$ cat src/rtl/markov_merge_scheduler_if.sv
// Merge-engine handshake bundle: launch pulse and operands out, completion and merged length back.
// The scheduler drives through the master modport; the engine sits on the slave side.
interface markov_merge_scheduler_if #(
  parameter int ADDR_W = 8,
  parameter int LEN_W  = 8
);
  logic              m_start;
  logic [ADDR_W-1:0] m_a_base;
  logic [ADDR_W-1:0] m_b_base;
  logic [ADDR_W-1:0] m_out_base;
  logic [LEN_W-1:0]  m_a_len;
  logic [LEN_W-1:0]  m_b_len;
  logic              m_done;
  logic [LEN_W-1:0]  m_out_len;

  modport master (
    output m_start, m_a_base, m_b_base, m_out_base, m_a_len, m_b_len,
    input  m_done, m_out_len
  );

  modport slave (
    input  m_start, m_a_base, m_b_base, m_out_base, m_a_len, m_b_len,
    output m_done, m_out_len
  );
endinterface

$ cat src/rtl/markov_merge_scheduler.sv
// Folds up to NUM_LISTS sorted transition lists into one accumulated list by launching pairwise
// merges on the merge engine, ping-ponging the accumulator between two scratch buffers.
module markov_merge_scheduler #(
  parameter int                NUM_LISTS = 8,
  parameter int                IDX_W     = $clog2(NUM_LISTS),
  parameter int                ADDR_W    = 8,
  parameter int                LEN_W     = 8,
  parameter logic [ADDR_W-1:0] BUF0_BASE = 8'h80,
  parameter logic [ADDR_W-1:0] BUF1_BASE = 8'hC0
) (
  input  logic                    clk,
  input  logic                    reset,
  input  logic                    start,
  input  logic [IDX_W:0]          num_lists,
  output logic                    busy,
  output logic                    done,
  output logic                    err,
  output logic [IDX_W-1:0]        tbl_idx,
  input  logic [ADDR_W-1:0]       tbl_base,
  input  logic [LEN_W-1:0]        tbl_len,
  markov_merge_scheduler_if.master m_if,
  output logic [ADDR_W-1:0]       result_base,
  output logic [LEN_W-1:0]        result_len
);

  typedef enum logic [2:0] {
    S_IDLE,
    S_FETCH,
    S_LOAD,
    S_ISSUE,
    S_WAIT,
    S_SWAP,
    S_FINISH
  } state_t;

  localparam logic [IDX_W:0] MAX_LISTS = (IDX_W+1)'(NUM_LISTS);
  localparam logic [IDX_W:0] ONE       = (IDX_W+1)'(1);

  state_t              state_q, state_d;
  logic [IDX_W:0]      cnt_q, cnt_d;
  logic [IDX_W:0]      i_q, i_d;
  logic                pp_q, pp_d;
  logic                abort_q, abort_d;
  logic [ADDR_W-1:0]   acc_base_q, acc_base_d;
  logic [LEN_W-1:0]    acc_len_q, acc_len_d;
  logic [IDX_W-1:0]    tbl_idx_q, tbl_idx_d;
  logic                busy_q, busy_d;
  logic                done_q, done_d;
  logic                err_q, err_d;
  logic                m_start_q, m_start_d;
  logic [ADDR_W-1:0]   m_a_base_q, m_a_base_d;
  logic [ADDR_W-1:0]   m_b_base_q, m_b_base_d;
  logic [ADDR_W-1:0]   m_out_base_q, m_out_base_d;
  logic [LEN_W-1:0]    m_a_len_q, m_a_len_d;
  logic [LEN_W-1:0]    m_b_len_q, m_b_len_d;
  logic [ADDR_W-1:0]   result_base_q, result_base_d;
  logic [LEN_W-1:0]    result_len_q, result_len_d;

  logic [IDX_W:0]      i_inc;
  logic [LEN_W:0]      len_sum;
  logic                bad_count;

  // One extra bit on the sum exposes an accumulator that would outgrow LEN_W.
  assign i_inc     = i_q + ONE;
  assign len_sum   = {1'b0, acc_len_q} + {1'b0, tbl_len};
  assign bad_count = (num_lists == '0) || (num_lists > MAX_LISTS);

  always_comb begin
    state_d       = state_q;
    cnt_d         = cnt_q;
    i_d           = i_q;
    pp_d          = pp_q;
    abort_d       = abort_q;
    acc_base_d    = acc_base_q;
    acc_len_d     = acc_len_q;
    tbl_idx_d     = tbl_idx_q;
    busy_d        = busy_q;
    done_d        = 1'b0;
    err_d         = 1'b0;
    m_start_d     = 1'b0;
    m_a_base_d    = m_a_base_q;
    m_b_base_d    = m_b_base_q;
    m_out_base_d  = m_out_base_q;
    m_a_len_d     = m_a_len_q;
    m_b_len_d     = m_b_len_q;
    result_base_d = result_base_q;
    result_len_d  = result_len_q;

    unique case (state_q)
      S_IDLE: begin
        if (start) begin
          busy_d     = 1'b1;
          acc_base_d = '0;
          acc_len_d  = '0;
          i_d        = '0;
          pp_d       = 1'b0;
          if (bad_count) begin
            abort_d = 1'b1;
            state_d = S_FINISH;
          end else begin
            abort_d   = 1'b0;
            cnt_d     = num_lists;
            tbl_idx_d = '0;
            state_d   = S_FETCH;
          end
        end
      end

      S_FETCH: state_d = S_LOAD;

      S_LOAD: begin
        if (i_q != '0 && tbl_len != '0 && len_sum[LEN_W]) begin
          abort_d = 1'b1;
          state_d = S_FINISH;
        end else if (i_q != '0 && tbl_len != '0) begin
          m_start_d    = 1'b1;
          m_a_base_d   = acc_base_q;
          m_a_len_d    = acc_len_q;
          m_b_base_d   = tbl_base;
          m_b_len_d    = tbl_len;
          m_out_base_d = pp_q ? BUF1_BASE : BUF0_BASE;
          state_d      = S_ISSUE;
        end else begin
          // First list is adopted as-is; empty later lists are simply skipped.
          if (i_q == '0) begin
            acc_base_d = tbl_base;
            acc_len_d  = tbl_len;
          end
          i_d = i_inc;
          if (i_inc == cnt_q) begin
            state_d = S_FINISH;
          end else begin
            tbl_idx_d = i_inc[IDX_W-1:0];
            state_d   = S_FETCH;
          end
        end
      end

      S_ISSUE: state_d = S_WAIT;

      S_WAIT: begin
        if (m_if.m_done) begin
          acc_base_d = m_out_base_q;
          acc_len_d  = m_if.m_out_len;
          state_d    = S_SWAP;
        end
      end

      S_SWAP: begin
        pp_d = ~pp_q;
        i_d  = i_inc;
        if (i_inc == cnt_q) begin
          state_d = S_FINISH;
        end else begin
          tbl_idx_d = i_inc[IDX_W-1:0];
          state_d   = S_FETCH;
        end
      end

      S_FINISH: begin
        done_d        = 1'b1;
        err_d         = abort_q;
        busy_d        = 1'b0;
        result_base_d = acc_base_q;
        result_len_d  = acc_len_q;
        state_d       = S_IDLE;
      end

      default: state_d = S_IDLE;
    endcase
  end

  always_ff @(posedge clk or posedge reset) begin
    if (reset) begin
      state_q       <= S_IDLE;
      cnt_q         <= '0;
      i_q           <= '0;
      pp_q          <= 1'b0;
      abort_q       <= 1'b0;
      acc_base_q    <= '0;
      acc_len_q     <= '0;
      tbl_idx_q     <= '0;
      busy_q        <= 1'b0;
      done_q        <= 1'b0;
      err_q         <= 1'b0;
      m_start_q     <= 1'b0;
      m_a_base_q    <= '0;
      m_b_base_q    <= '0;
      m_out_base_q  <= '0;
      m_a_len_q     <= '0;
      m_b_len_q     <= '0;
      result_base_q <= '0;
      result_len_q  <= '0;
    end else begin
      state_q       <= state_d;
      cnt_q         <= cnt_d;
      i_q           <= i_d;
      pp_q          <= pp_d;
      abort_q       <= abort_d;
      acc_base_q    <= acc_base_d;
      acc_len_q     <= acc_len_d;
      tbl_idx_q     <= tbl_idx_d;
      busy_q        <= busy_d;
      done_q        <= done_d;
      err_q         <= err_d;
      m_start_q     <= m_start_d;
      m_a_base_q    <= m_a_base_d;
      m_b_base_q    <= m_b_base_d;
      m_out_base_q  <= m_out_base_d;
      m_a_len_q     <= m_a_len_d;
      m_b_len_q     <= m_b_len_d;
      result_base_q <= result_base_d;
      result_len_q  <= result_len_d;
    end
  end

  assign busy            = busy_q;
  assign done            = done_q;
  assign err             = err_q;
  assign tbl_idx         = tbl_idx_q;
  assign result_base     = result_base_q;
  assign result_len      = result_len_q;
  assign m_if.m_start    = m_start_q;
  assign m_if.m_a_base   = m_a_base_q;
  assign m_if.m_b_base   = m_b_base_q;
  assign m_if.m_out_base = m_out_base_q;
  assign m_if.m_a_len    = m_a_len_q;
  assign m_if.m_b_len    = m_b_len_q;

endmodule

$ cat src/flat_wrapper.sv
// flat-port wrapper written by rule: the top's interface ports become plain ports
module markov_merge_scheduler_flat 
#(
  parameter int                NUM_LISTS = 8,
  parameter int                IDX_W     = $clog2(NUM_LISTS),
  parameter int                ADDR_W    = 8,
  parameter int                LEN_W     = 8,
  parameter logic [ADDR_W-1:0] BUF0_BASE = 8'h80,
  parameter logic [ADDR_W-1:0] BUF1_BASE = 8'hC0
)
  (clk, reset, start, num_lists, busy, done, err, tbl_idx, tbl_base, tbl_len, result_base, result_len, m_if_m_start, m_if_m_a_base, m_if_m_b_base, m_if_m_out_base, m_if_m_a_len, m_if_m_b_len, m_if_m_done, m_if_m_out_len);
  markov_merge_scheduler_if #(.ADDR_W(ADDR_W), .LEN_W(LEN_W)) m_if_i ();
  input  logic clk;
  input  logic reset;
  input  logic start;
  input  logic [IDX_W:0] num_lists;
  output logic busy;
  output logic done;
  output logic err;
  output logic [IDX_W-1:0] tbl_idx;
  input  logic [ADDR_W-1:0] tbl_base;
  input  logic [LEN_W-1:0] tbl_len;
  output logic [ADDR_W-1:0] result_base;
  output logic [LEN_W-1:0] result_len;
  output wire logic [$bits(m_if_i.m_start)-1:0] m_if_m_start;
  output wire logic [$bits(m_if_i.m_a_base)-1:0] m_if_m_a_base;
  output wire logic [$bits(m_if_i.m_b_base)-1:0] m_if_m_b_base;
  output wire logic [$bits(m_if_i.m_out_base)-1:0] m_if_m_out_base;
  output wire logic [$bits(m_if_i.m_a_len)-1:0] m_if_m_a_len;
  output wire logic [$bits(m_if_i.m_b_len)-1:0] m_if_m_b_len;
  input wire logic [$bits(m_if_i.m_done)-1:0] m_if_m_done;
  input wire logic [$bits(m_if_i.m_out_len)-1:0] m_if_m_out_len;
  assign m_if_m_start = m_if_i.m_start;
  assign m_if_m_a_base = m_if_i.m_a_base;
  assign m_if_m_b_base = m_if_i.m_b_base;
  assign m_if_m_out_base = m_if_i.m_out_base;
  assign m_if_m_a_len = m_if_i.m_a_len;
  assign m_if_m_b_len = m_if_i.m_b_len;
  assign m_if_i.m_done = m_if_m_done;
  assign m_if_i.m_out_len = m_if_m_out_len;
  markov_merge_scheduler #(.NUM_LISTS(NUM_LISTS), .IDX_W(IDX_W), .ADDR_W(ADDR_W), .LEN_W(LEN_W), .BUF0_BASE(BUF0_BASE), .BUF1_BASE(BUF1_BASE)) u_core (.clk(clk), .reset(reset), .start(start), .num_lists(num_lists), .busy(busy), .done(done), .err(err), .tbl_idx(tbl_idx), .tbl_base(tbl_base), .tbl_len(tbl_len), .m_if(m_if_i), .result_base(result_base), .result_len(result_len));
endmodule
$ cat config.mk
export PLATFORM = sky130hd
export DESIGN_NAME = markov_merge_scheduler_flat
export DESIGN_NICKNAME = d
export VERILOG_FILES = /design/src/rtl/markov_merge_scheduler_if.sv /design/src/rtl/markov_merge_scheduler.sv /design/src/flat_wrapper.sv
export SDC_FILE = /design/constraint.sdc
export NUM_CORES = 1
export LEC_CHECK = 0
export ABC_AREA = 0
export CORE_MARGIN = 1
export CORE_UTILIZATION = 45
export CTS_CLUSTER_SIZE = 8
export DETAILED_ROUTE_END_ITERATION = 7
export GPL_TIMING_DRIVEN = 0
export PLACE_DENSITY = 0.76
export SYNTH_ARGS = -nofsm -noshare
export SYNTH_HDL_FRONTEND = slang
export SYNTH_SLANG_ARGS = --single-unit
$ cat constraint.sdc
create_clock -name clk -period 2.73 [get_ports clk]
set_input_delay 0.546 -clock clk [delete_from_list [all_inputs] [get_ports clk]]
set_output_delay 0.546 -clock clk [all_outputs]
set_load 0.05 [all_outputs]
==> results.py <==
metrics = {
    "worst_setup_path": {
        "r2r_start": "u_core.i_q[0]$_DFFE_PP0P_",
        "crit_path_max_fanout": 10,
        "path_depth": 8,
        "crit_end": "u_core.m_if.m_b_len[0]$_DFFE_PP0P_",
        "r2r.worst_path.cells": 8,
        "cp-start-kind": "input pin",
        "rrSetupSlack_ns": 0.26,
        "slowest_delay_ns": 0.49,
        "crit_arrival_ns": 2.83,
        "slowest_stage": "clkdlybuf4s50_1",
        "crit_path_end_kind": "register",
        "startpoint": "tbl_len[6]",
        "critPathRequiredTime_ns": 2.97,
        "path_buf_inv": 2,
        "path_cells": "clkdlybuf4s50_1 -> ha_1 -> nand4_1 -> or2_2 -> and3_1 -> nand3_4 -> clkbuf_4 -> mux2_1",
        "critPathTopFamily": "simple AND/OR/NAND/NOR gates",
        "path_class": "input pin to register",
        "reg2reg_to": "u_core.acc_len_q[1]$_DFFE_PP0P_",
    },
    "detailed_routing": {
        "wl_um": 9210,
        "routedLengthMet1_um": 4220,
        "drc_errors": 0,
        "vias": 2944,
        "wl_met3_um": 431,
        "avgRoutedWirePerCell_um": 17.0,
        "vias_per_cell": 5.42,
        "wl_met2_um": 4520,
        "drt_iter0_markers": 124,
        "ant_nets": 0,
        "dr.pass1.iters": 4,
        "highest_layer": "met4",
    },
    "pwr": {
        "ir_drop_mv": 0.479,
        "p_per_area_nw_per_um2": 1220,
        "pwr-share-clk": 0.170,
        "finalPower_mw": 6.42,
        "p_int_mw": 3.54,
        "p_comb_frac": 0.507,
        "swShare": 0.448,
        "seqPwrFrac": 0.322,
        "switching_power_mw": 2.88,
        "p_leak_nw": 2.40,
    },
    "clocking": {
        "ctsResizeCount": 0,
        "hold_buffers": 0,
        "numCtsBuffers": 9,
        "clock_latency_ns": 0.35,
        "cts_tree": "built",
        "cts_root_buffer": "clkbuf_8",
        "cts_buffer_depth": 2,
        "cts_setup_buffers": 0,
        "htreeDepth": 3,
        "clock_sinks": 86,
        "clk_pin_slew_ns": 0.09,
    },
    "die": {
        "io_pins": 95,
        "die_h_um": 95.5,
        "die_x_um": 95.5,
        "die-area_um2": 9130,
        "rows": 33,
        "initial_core_util": 0.472,
        "fp.coreArea_um2": 8340,
    },
    "layout": {
        "syn_to_final_growth_pct": 33.8,
        "nNetsFinal": 474,
        "final_cell_count_no_fill": 543,
        "diodes": 0,
        "fin_util": 0.632,
        "layout-drive-gt1-share": 0.142,
        "final_cell_area_um2": 5270,
    },
    "synth": {
        "ys.flop_type": "dfrtp_1",
        "synthTopCellsByCount": "86 x dfrtp_1, 30 x mux2_1, 30 x nand2_1",
        "synth.cell_area_um2": 3940,
        "synth_most_common_cell": "dfrtp_1",
        "synth_warnings": 0,
        "synth.area.top_cells": "dfrtp_1 55%, mux2_1 8.6%, mux2_2 6.9%",
        "async_flop_share": 1.00,
        "yosysSeqAreaShare": 0.547,
        "avgSynthCellArea_um2": 12.0,
        "synth_cell_types": 55,
        "syn_inst": 327,
        "ys_ff_latch": 86,
        "synth_edf_count": 0,
        "yosysTopAreaCell": "dfrtp_1",
        "synth.top_cell.area_share": 0.547,
    },
    "status": {
        "status": "finished, final reports clean",
    },
    "global_routing": {
        "antenna_found_initial": 0,
        "grt_use_total": 0.214,
        "grt_pass1_wl_um": 14600,
        "gr-total-overflow": 0,
        "grt_max_degree": 33,
        "grt_pass1_vias": 2942,
    },
    "sta": {
        "hold_viol": 0,
        "relSlewSlack": 0.555,
        "fin_tns_setup_ns": 0,
        "period_needed_ns": 2.59,
        "grt_setup_unrepaired": "false",
        "drv_slew": 0,
        "worst_pin_slew_ns": 0.666,
        "max_freq_mhz": 386,
        "setup_violations": 0,
        "fin_skew_ns": 0.0135,
        "fin_crit_sh": 0.949,
    },
    "run": {
        "drv_cap": 0,
    },
    "placement": {
        "placed_cell_area_um2": 5010,
        "dp.final_hpwl_um": 6840,
        "gp_congestion": 0.883,
        "dp.cells": 527,
        "io_buffers": 88,
    },
    "hold_path": {
        "worstHoldPathType": "register to register",
    },
}
==> layer usage <==
| layer | global-route usage | vias up |
|---|---|---|
| met1 | 0.293 | 1482 |
| met4 | 0.0597 | 0 |
| met3 | 0.0383 | 4 |
| li1 | - | 1370 |
| met2 | 0.350 | 88 |
| met5 | 0 | - |
==> stage by stage <==
stage	setup slack, ns	hold WS, ns
detailed placement	-0.283	0.474
finish	0.140	0.498
floorplan	0.530	0.460
CTS	0.102	0.501
global placement	-0.227	0.472
global route	0.0249	0.511
==> sequential cells by signal, summed over array words and instances, names as in the netlist, 8 cells and up <==
register              cells
u_core.m_if.m_a_base      8
u_core.acc_base_q         8
u_core.m_if.m_b_len       8
u_core.m_if.m_a_len       8
u_core.m_if.m_b_base      8
u_core.result_len         8
u_core.acc_len_q          8
u_core.result_base        8
==> power by group through the flow <==
stage,Combinational (mW),Clock (mW),Sequential [mW]
CTS,3.27,1.11,2.07
global route,3.48,1.17,2.13
global placement,3.17,0,2.07
finish,3.26,1.09,2.07
detailed placement,3.25,0,2.10
floorplan,1.24,0,3.04
==> layout by cell type (no fill, tap or decap), types with 5 or more instances in the layout <==
cell             netlist  layout
nor2_1                 6       6
a21oi_1               11      11
a22oi_1               10      10
clkbuf_8               0       9
o21ai_0                8       8
nand3_1                5       5
buf_4                  8       8
mux2_1                30      30
dfrtp_1               86      86
clkdlybuf4s50_1        0      88
o21ai_1               14      14
clkbuf_1               7       7
ha_1                   9       9
inv_1                 13      12
nand2_1               30      30
mux2_2                24      24
conb_1                 1       6
==> worst min-delay path by stage <==
stage               slack [ns]                             endpoint  depth (start not counted)                                 from
floorplan                 0.46     u_core.acc_base_q[2]$_DFFE_PP0P_                          2     u_core.acc_base_q[2]$_DFFE_PP0P_
global placement          0.47  u_core.m_if.m_b_base[7]$_DFFE_PP0P_                          1  u_core.m_if.m_b_base[7]$_DFFE_PP0P_
detailed placement        0.47              u_core.busy$_DFFE_PP0P_                          1              u_core.busy$_DFFE_PP0P_
CTS                       0.50  u_core.m_if.m_a_base[3]$_DFFE_PP0P_                          1  u_core.m_if.m_a_base[3]$_DFFE_PP0P_
global route              0.51   u_core.m_if.m_b_len[5]$_DFFE_PP0P_                          1   u_core.m_if.m_b_len[5]$_DFFE_PP0P_
finish                    0.50  u_core.m_if.m_a_base[3]$_DFFE_PP0P_                          1  u_core.m_if.m_a_base[3]$_DFFE_PP0P_
==> cells by family after synthesis <==
logic type,share of synthesized area
xor gates and xnor gates,0.0146
other,0.000952
buffers and inverters,0.0394
muxes,0.157
and+or+nand+nor,0.0937
adders and majority gates,0.0286
AOI/OAI and AO/OA,0.119
DFF,0.547
==> final cells by class <==
| class | instances | area [um^2] |
|---|---|---|
| clock buffer | 9 | 124 |
| sequential | 86 | 2150 |
| buffer | 19 | 114 |
| fill | 641 | 3070 |
| tap | 105 | 131 |
| clock inverter | 7 | 125 |
| timing repair buffer | 90 | 921 |
| inverter | 13 | 52.6 |
| multi-input combinational | 214 | 1650 |
Power figures use the tool's default switching activity.
